**src/rtl/load_scoreboard_pkg.sv**
```systemverilog
// Shared register-index and busy-bitmap types for the load scoreboard.
package load_scoreboard_pkg;

  localparam int RV_REG_NUM = 32;

  typedef logic [4:0]            raddr_t;
  typedef logic [RV_REG_NUM-1:0] busy_map_t;

endpackage

```
**src/rtl/load_pending_cnt.sv**
```systemverilog
// Saturating up/down count of loads in flight, with underflow/overflow flags
// for the sticky error in the scoreboard.
module load_pending_cnt #(
  parameter int  NUM_PENDING = 2,
  localparam int CW          = $clog2(NUM_PENDING + 1)
) (
  input  logic          clk,
  input  logic          rst,
  input  logic          inc,
  input  logic          dec,
  output logic [CW-1:0] count,
  output logic          full,
  output logic          underflow,
  output logic          overflow
);

  logic [CW-1:0] count_ff;

  assign count     = count_ff;
  assign full      = (count_ff == CW'(NUM_PENDING));
  assign underflow = dec && (count_ff == '0);
  assign overflow  = inc && !dec && full;

  // Simultaneous inc/dec cancels; otherwise clamp to [0, NUM_PENDING].
  always_ff @(posedge clk or negedge rst) begin
    if (!rst) begin
      count_ff <= '0;
    end else if (inc && !dec && !full) begin
      count_ff <= count_ff + CW'(1);
    end else if (dec && !inc && (count_ff != '0)) begin
      count_ff <= count_ff - CW'(1);
    end
  end

endmodule

```
**src/rtl/load_scoreboard.sv**
```systemverilog
// Load scoreboard: busy bitmap plus outstanding-load budget, stalls decode on
// load-use hazards. Define NOX_STALL_CNT_EN to add the stall_cnt_o counter.
module load_scoreboard
  import load_scoreboard_pkg::*;
#(
  parameter int  NUM_PENDING = 2,
  parameter int  REG_NUM     = RV_REG_NUM,
  localparam int CW          = $clog2(NUM_PENDING + 1)
) (
  input  logic               clk,
  input  logic               rst,
  input  logic               issue_valid_i,
  input  logic               issue_load_i,
  input  logic [4:0]         issue_rd_i,
  input  logic [4:0]         dec_rs1_i,
  input  logic [4:0]         dec_rs2_i,
  input  logic               dec_rs1_used_i,
  input  logic               dec_rs2_used_i,
  input  logic               flush_i,
  input  logic               wb_valid_i,
  input  logic [4:0]         wb_rd_i,
  output logic               stall_o,
  output logic               full_o,
  output logic [CW-1:0]      pending_o,
  output logic [REG_NUM-1:0] busy_o,
  output logic               err_o
`ifdef NOX_STALL_CNT_EN
  , output logic [31:0]      stall_cnt_o
`endif
);

  logic               issue_eff;
  logic               stall;
  logic               full;
  logic               underflow;
  logic               overflow;
  logic               err_ff;
  logic [REG_NUM-1:0] busy_ff;
  logic [REG_NUM-1:0] busy_nxt;

  assign issue_eff = issue_valid_i && issue_load_i && !flush_i;

  load_pending_cnt #(
    .NUM_PENDING (NUM_PENDING)
  ) u_cnt (
    .clk       (clk),
    .rst       (rst),
    .inc       (issue_eff),
    .dec       (wb_valid_i),
    .count     (pending_o),
    .full      (full),
    .underflow (underflow),
    .overflow  (overflow)
  );

  // Stall looks only at registered state; a same-cycle writeback never bypasses.
  assign stall = (dec_rs1_used_i && busy_ff[dec_rs1_i]) ||
                 (dec_rs2_used_i && busy_ff[dec_rs2_i]) ||
                 full;

  // Clear before set so a same-register issue keeps the bit busy.
  always_comb begin
    busy_nxt = busy_ff;
    if (wb_valid_i) begin
      busy_nxt[wb_rd_i] = 1'b0;
    end
    if (issue_eff && (issue_rd_i != 5'd0)) begin
      busy_nxt[issue_rd_i] = 1'b1;
    end
    busy_nxt[0] = 1'b0;
  end

  always_ff @(posedge clk or negedge rst) begin
    if (!rst) begin
      busy_ff <= '0;
      err_ff  <= 1'b0;
    end else begin
      busy_ff <= busy_nxt;
      if (underflow || overflow || (issue_valid_i && stall)) begin
        err_ff <= 1'b1;
      end
    end
  end

  assign stall_o = stall;
  assign full_o  = full;
  assign busy_o  = busy_ff;
  assign err_o   = err_ff;

`ifdef NOX_STALL_CNT_EN
  logic [31:0] stall_cnt_ff;

  always_ff @(posedge clk or negedge rst) begin
    if (!rst) begin
      stall_cnt_ff <= '0;
    end else if (stall) begin
      stall_cnt_ff <= stall_cnt_ff + 32'd1;
    end
  end

  assign stall_cnt_o = stall_cnt_ff;
`endif

endmodule

```
**config.mk**
```make
export PLATFORM = sky130hd
export DESIGN_NAME = load_scoreboard
export DESIGN_NICKNAME = d
export VERILOG_FILES = /design/src/rtl/load_scoreboard_pkg.sv /design/src/rtl/load_pending_cnt.sv /design/src/rtl/load_scoreboard.sv
export SDC_FILE = /design/constraint.sdc
export NUM_CORES = 1
export LEC_CHECK = 0
export CAP_MARGIN = 20
export CORE_ASPECT_RATIO = 0.9
export CORE_MARGIN = 3
export CORE_UTILIZATION = 46
export CTS_CLUSTER_DIAMETER = 80
export DETAILED_ROUTE_END_ITERATION = 12
export GPL_ROUTABILITY_DRIVEN = 0
export GPL_TIMING_DRIVEN = 0
export MAX_ROUTING_LAYER = met4
export PLACE_DENSITY_LB_ADDON = 0.3
export SYNTH_ARGS = -nofsm -noshare
export SYNTH_HDL_FRONTEND = slang
export SYNTH_SLANG_ARGS = --single-unit
```
**constraint.sdc**
```tcl
create_clock -name clk -period 2.3 [get_ports clk]
set_input_delay 0.46 -clock clk [delete_from_list [all_inputs] [get_ports clk]]
set_output_delay 0.46 -clock clk [all_outputs]
set_load 0.02 [all_outputs]
```
==> impl_metrics.json, run 1 <==
{
  "worstPathArrival_ps": 1920,
  "r2r-start": "busy_o[30]",
  "yosysMostFrequentCell": "o21ai_0",
  "drc": 0,
  "peakVddDrop_v": 0.0003332,
  "layout.cells.non_filler": 336,
  "yosysWarnings": 0,
  "antenna_found_initial": 0,
  "placed_cells": 317,
  "reg2reg_slack_ps": 200,
  "postSynth.asyncResetShare": 1.000,
  "ys.flop_type": "dfrtp_1",
  "syn_area_per_cell_um2": 10.36,
  "rsz0062_at_grt": "yes",
  "min_period_over_period": 1.036,
  "cp.required_ps": 1840,
  "leakage_nw": 1.133,
  "path_class": "in -> out",
  "cp-end-kind": "primary output",
  "ys_ff_latch": 34,
  "vias": 2104,
  "slowest_stage": "clkdlybuf4s15_1",
  "drv_cap": 0,
  "fmax_ghz": 0.4198,
  "clock_path_buffers": 2,
  "cts-root-buf": "clkbuf_8",
  "finalWirelength_um": 6628,
  "worst_hold_slack_ps": 240.6,
  "grt_max_degree": 35,
  "drv_slew": 0,
  "yosysTopAreaCell": "dfrtp_1",
  "power_mw": 1.724,
  "initial_utilization": 0.4901,
  "synth_top_area_frac": 0.4149,
  "slew_headroom": 0.4912,
  "ys_top_cells_by_count": "63 x o21ai_0, 34 x dfrtp_1, 12 x nand3b_1, 10 x mux4_2, 9 x nand2_1",
  "core-area_um2": 4184,
  "finalClockSkew_ps": 5.450,
  "worst_slack_ps": -82.03,
  "hold_violations": 0,
  "cp_cell_sequence": "clkdlybuf4s15_1 -> mux4_2 -> mux2i_1 -> nand3_1 -> o31ai_1 -> o211ai_1 -> buf_4",
  "worstMarginPinSlew_ps": 763.2,
  "first_iter_violations": 345,
  "synth_cell_type_count": 37,
  "drive_gt1_frac": 0.1848,
  "vias_per_cell": 6.262,
  "synth-edff-count": 0,
  "status": "complete, but fails checks",
  "cts_tree": "yes",
  "power_density_nw_per_um2": 597.4,
  "die_w_um": 76.38,
  "flow.area_growth_from_synthesis_pct": 40.70,
  "rows": 22,
  "grt-ovfl-total": 0,
  "wl_per_cell_um": 19.73,
  "setup_viol": 1,
  "placed_area_um2": 2711,
  "design_area_um2": 2885,
  "syn_nets": 226,
  "port_buffers": 59,
  "nFillCells": 369,
  "violations": "negative setup slack",
  "fin_tns_setup_ps": -82.03,
  "diodes": 0,
  "postRouteAntennaNets": 0,
  "cts_buffers": 5,
  "dp_slack_ps": -925.4,
  "hpwl_um": 4449,
  "ys_seq_area_frac": 0.4149,
  "grt_pass1_vias": 2017,
  "cp_top_family": "multiplexers",
  "htreeDepth": 2,
  "synthesis.area_um2": 2051,
  "grt_util_all_layers": 0.2591,
  "fin_util": 0.6896,
  "cp-start-kind": "primary input",
  "first_pass_iters": 5,
  "crit_buf_inv": 2,
  "clk-insertion-delay-late_ps": 290,
  "nNetsFinal": 304,
  "clock_sinks": 34,
  "path_clk_slew_ps": 70,
  "worstPathMaxFanout": 6,
  "grt_pass1_wl_um": 10610,
  "setup.worst_path.start": "dec_rs2_i[2]",
  "die_area_um2": 5296,
  "worstHoldPathType": "in -> async",
  "io_pins": 65,
  "synthTopCellsByArea": "dfrtp_1 41%, o21ai_0 15%, mux4_2 11%",
  "post-route-min-period_ps": 2382,
  "slowest_delay_ps": 350,
  "syn_inst": 198,
  "dieHeight_um": 69.34
}
==> registers in the layout, summed over array words and instances (netlist names) <==
name / cells
err_o: 1
busy_o: 31
u_cnt.count: 2
==> power by group <==
part | switching [mW] | internal (mW) | leakage (nW) | total (mW)
Combinational | 0.275 | 0.292 | 0.643 | 0.567
Clock | 0.207 | 0.208 | 0.0383 | 0.416
Sequential | 0.0747 | 0.666 | 0.452 | 0.741
Total | 0.557 | 1.17 | 1.13 | 1.72
==> timing repair <==
item | in CTS | in global routing
setup buffers | 9 | 2
pin swaps | 3 | 1
hold buffers | 0 | 0
cloned | 1 | 0
resized for setup | 23 | 0
endpoints found under the setup margin | 2 | 1
==> path summary, 6_finish.rpt <==
check                      depth (start not counted)          to
max reg2reg                                        8       err_o
min                                                1  busy_o[18]
max                                                7     stall_o
min in group clk                                   1       err_o
max in group asynchronous                          1  busy_o[14]
min reg2reg                                        1       err_o
==> cell usage in the layout (no fill, tap or decap), drive strengths merged, types with 5 or more instances in the layout <==
cell           netlist  final
o21ai               64     64
clkdlybuf4s50        0     52
dfrtp               34     34
buf                  6     22
nand3b              12     12
mux4                11     11
nand2                9      9
clkbuf               1      8
nand3                7      7
mux2i                7      7
nor2                 6      6
mux2                 5      5
==> final cells by class <==
type / instances / area (um^2) / area share
Sequential cell: 34 / 850.8 / 0.2949
Multi-Input combinational cell: 156 / 1160 / 0.4020
Clock buffer: 7 / 76.32 / 0.02645
Inverter: 1 / 3.754 / 0.001301
Buffer: 7 / 55.05 / 0.01908
Timing Repair Buffer: 71 / 664.4 / 0.2303
Tap cell: 60 / 75.07 / 0.02602
==> per-layer routing <==
| metal | track usage | up-vias | routed length (um) |
|---|---|---|---|
| met1 | 0.3398 | 1027 | 2745 |
| li1 | - | 918 | - |
| met2 | 0.3912 | 145 | 3070 |
| met3 | 0.06234 | 14 | 685 |
| met4 | 0.09859 | 0 | 127 |
| met5 | - | - | 0 |
==> cell families after synthesis <==
group / after synthesis / synth area share
AO/OA/AOI/OAI: 78 / 0.2135
buffers and inverters: 8 / 0.02867
flip-flops: 34 / 0.4149
multiplexers: 23 / 0.1843
other: 1 / 0.001829
AND/OR/NAND/NOR: 54 / 0.1568
No activity file was read; power rests on OpenSTA's default activity.
==> inputs of run 2 (changes only) <==
--- a/config.mk
+++ b/config.mk
@@ -7,7 +7,7 @@
 export LEC_CHECK = 0
 export CAP_MARGIN = 20
 export CORE_ASPECT_RATIO = 0.9
-export CORE_MARGIN = 3
+export CORE_MARGIN = 4
 export CORE_UTILIZATION = 46
 export CTS_CLUSTER_DIAMETER = 80
 export DETAILED_ROUTE_END_ITERATION = 12
@@ -15,6 +15,8 @@
 export GPL_TIMING_DRIVEN = 0
 export MAX_ROUTING_LAYER = met4
 export PLACE_DENSITY_LB_ADDON = 0.3
+export RECOVER_POWER = 100
 export SYNTH_ARGS = -nofsm -noshare
 export SYNTH_HDL_FRONTEND = slang
+export SYNTH_HIERARCHICAL = 1
 export SYNTH_SLANG_ARGS = --single-unit
==> run 2 against run 1 <==
- the flow finishes with violations (max-capacitance violations, max-slew violations, negative setup slack)
- sequential power down 0.8%
- flip-flop and latch count unchanged
- sequential share of layout area decreased by 0.20 points
- worst hold slack better by 240 ps
- fmax down 14%
- combinational power decreased by 2%
- area after synthesis about the same
- first-iteration DRC count fell by 57%
- power is 1.6% higher
- critical path type is now reg -> out
==> impl_metrics.json, run 2 <==
{
  "syn_nets": 230,
  "placed_cells": 319,
  "path_class": "reg -> out",
  "slowest_delay_ps": 480,
  "rows": 22,
  "drv_slew": 35,
  "worstPathMaxFanout": 2,
  "worstPathArrival_ps": 2300,
  "nFillCells": 355,
  "p_int_mw": 1.178,
  "path_clk_slew_ps": 70,
  "worstMarginPinSlew_ps": 1766,
  "seqPwrFrac": 0.420,
  "hold_violations": 0,
  "grt_max_degree": 35,
  "synth-edff-count": 0,
  "postRouteAntennaNets": 0,
  "syn_area_per_cell_um2": 10.16,
  "first_pass_iters": 4,
  "drive_gt1_frac": 0.1571,
  "ys_top_cells_by_count": "62 x o21ai_0, 34 x dfrtp_1, 20 x mux2i_1, 13 x nand3b_1, 10 x nor2_1",
  "cp_cell_sequence": "mux4_2 -> mux4_2 -> or2_0 -> a311o_1 -> buf_2",
  "final_common_cell": "o21ai_0",
  "synthTopCellsByArea": "dfrtp_1 41%, o21ai_0 15%, mux4_2 9.9%",
  "clock_sinks": 34,
  "yosysWarnings": 6,
  "slowest_stage": "mux4_2",
  "die_w_um": 78.40,
  "grt_pass1_wl_um": 10170,
  "finalClockSkew_ps": 5.185,
  "pwr-share-clk": 0.263,
  "initial_utilization": 0.4904,
  "r2r_cells": 6,
  "status": "complete, but fails checks",
  "violations": "max-capacitance violations, max-slew violations, negative setup slack",
  "power_density_nw_per_um2": 602.6,
  "hpwl_um": 4572,
  "cts_tree": "yes",
  "ys.flop_type": "dfrtp_1",
  "nNetsFinal": 307,
  "cp_top_family": "multiplexers",
  "io_pins": 65,
  "netSwitchingFraction": 0.3270,
  "cp_num_cells": 5,
  "slew_headroom": -0.1775,
  "synth_cell_type_count": 35,
  "dp_slack_ps": -873.0,
  "diodes": 0,
  "cts-root-buf": "clkbuf_8",
  "leakage_nw": 1.275,
  "vias_per_cell": 5.918,
  "cp.required_ps": 1840,
  "grt_pass1_vias": 1993,
  "rsz0062_at_grt": "yes",
  "synth_top_area_frac": 0.4146,
  "first_iter_violations": 149,
  "syn_inst": 202,
  "yosysTopAreaCell": "dfrtp_1",
  "cp-start-kind": "flip-flop",
  "vias": 2012,
  "clk-insertion-delay-late_ps": 290,
  "drv_cap": 1,
  "antenna_found_initial": 0,
  "combPwrFrac": 0.317,
  "clock_path_buffers": 2,
  "cp-end-kind": "primary output",
  "yosysMostFrequentCell": "o21ai_0",
  "layout.cells.non_filler": 340,
  "ys_ff_latch": 34,
  "finalWirelength_um": 6358,
  "die_area_um2": 5595,
  "worstHoldPathCells": 1,
  "p_sw_mw": 0.5724,
  "ctsHoldBuffers": 0,
  "mostFrequentLayoutCells": "62 x o21ai_0, 37 x dlygate4sd3_1, 34 x dfrtp_1",
  "peakVddDrop_v": 0.0003728,
  "core-area_um2": 4184,
  "ys_seq_area_frac": 0.4146,
  "setup_viol": 2,
  "grt-ovfl-total": 0,
  "flow.area_growth_from_synthesis_pct": 41.59,
  "wl_per_cell_um": 18.70,
  "worstHoldPathType": "reg -> reg",
  "worst_slack_ps": -461.3,
  "fmax_ghz": 0.3621,
  "largest_register_ffs": 31,
  "drc": 0,
  "cts_buffers": 5,
  "crit_buf_inv": 1,
  "post-route-min-period_ps": 2761,
  "crit_path_frequent_cell": "mux4_2",
  "synthesis.area_um2": 2052,
  "min_period_over_period": 1.201,
  "dieHeight_um": 71.36,
  "grt_util_all_layers": 0.2433,
  "postSynth.asyncResetShare": 1.000,
  "htreeDepth": 2,
  "port_buffers": 57
}
-- run 2: changes by cell type in the layout (fill, tap and decap cells not counted), sizes merged, moves of 4 or more --
cell / previous run / this run
mux2: 5 / 1
mux2i: 7 / 20
nor2: 6 / 10
clkdlybuf4s50: 52 / 18
dlygate4sd3: 0 / 37
-- run 2: final timing paths --
kind                       startpoint        endpoint  slack (ps)
max                        busy_o[22]         stall_o        -460
max in group asynchronous         rst  u_cnt/count[0]         650
min reg2reg                     err_o           err_o         480
min in group asynchronous         rst       busy_o[8]         630
min                             err_o           err_o         480
max reg2reg                busy_o[22]           err_o        -150
-- run 2: per-stage QoR --
stage | cell area, um^2 | utilization | TNS (ps) | hold WS (ps) | power, mW
floorplan | 2067 | - | -441.2 | 164.4 | 1.006
global placement | 2713 | 0.6483 | -1227 | 463.9 | 1.266
detailed placement | 2708 | 0.6471 | -1225 | 468.4 | 1.278
CTS | 2903 | 0.6938 | -612.5 | 252.4 | 1.777
global route | 2905 | 0.6944 | -719.2 | 504.9 | 1.825
finish | 2905 | 0.6944 | -607.3 | 480.5 | 1.751
-- run 2: layout make-up --
type | instances | area, um^2 | share of cell area
multi-input combinational | 158 | 1150 | 0.3958
sequential | 34 | 850.8 | 0.2929
timing repair buffer | 70 | 656.9 | 0.2261
clock buffer | 6 | 82.58 | 0.02842
tap | 60 | 75.07 | 0.02584
buffer | 8 | 70.07 | 0.02412
clock inverter | 2 | 12.51 | 0.004307
inverter | 2 | 7.507 | 0.002584
-- run 2: metal layers --
layer  GRT usage  share of wire  up-vias
li1            -              -      925
met1      0.3293           0.42      967
met2      0.3622           0.45      103
met3     0.06030           0.11       17
met4     0.07573          0.017        0
met5           -              0        -
-- run 2: worst register-to-register path, cell delays in order (launching register included) --
cell and delay, ps:
dfrtp_1 420, mux4_2 460, mux4_2 480, or2_0 210
a311o_1 280, buf_4 140, a2111o_1 340
-- run 2: power by group through the flow --
stage               Combinational (mW)  Sequential, mW  Clock [mW]
floorplan                        0.194           0.812           0
global placement                 0.511           0.755           0
detailed placement               0.519           0.759           0
CTS                              0.582           0.732       0.462
global route                     0.599           0.743       0.483
finish                           0.556           0.735       0.460
-- run 2: repair_timing --
action                                  in CTS  in global routing
pin swaps                                    0                  1
resized for setup                            5                  1
setup buffers                               13                  0
endpoints found under the setup margin       2                  2
-- run 2: cells by family (layout without fill, tap and decap cells) --
group | count (synthesis) | in the layout | share of synthesized area
other | 1 | 1 | 0.001828
AND/OR/NAND/NOR | 54 | 54 | 0.1585
multiplexers | 30 | 30 | 0.2018
flip-flops | 34 | 34 | 0.4146
AO/OA/AOI/OAI | 73 | 73 | 0.1945
buffers and inverters | 10 | 88 | 0.02866
==> inputs of run 3 (changes only) <==
--- a/config.mk
+++ b/config.mk
@@ -10,6 +10,7 @@
 export CORE_MARGIN = 4
 export CORE_UTILIZATION = 46
 export CTS_CLUSTER_DIAMETER = 80
+export CTS_CLUSTER_SIZE = 8
 export DETAILED_ROUTE_END_ITERATION = 12
 export GPL_ROUTABILITY_DRIVEN = 0
 export GPL_TIMING_DRIVEN = 0
==> results of run 3 <==
No change in the layout: final DEF, timing and power equal those of run 2.
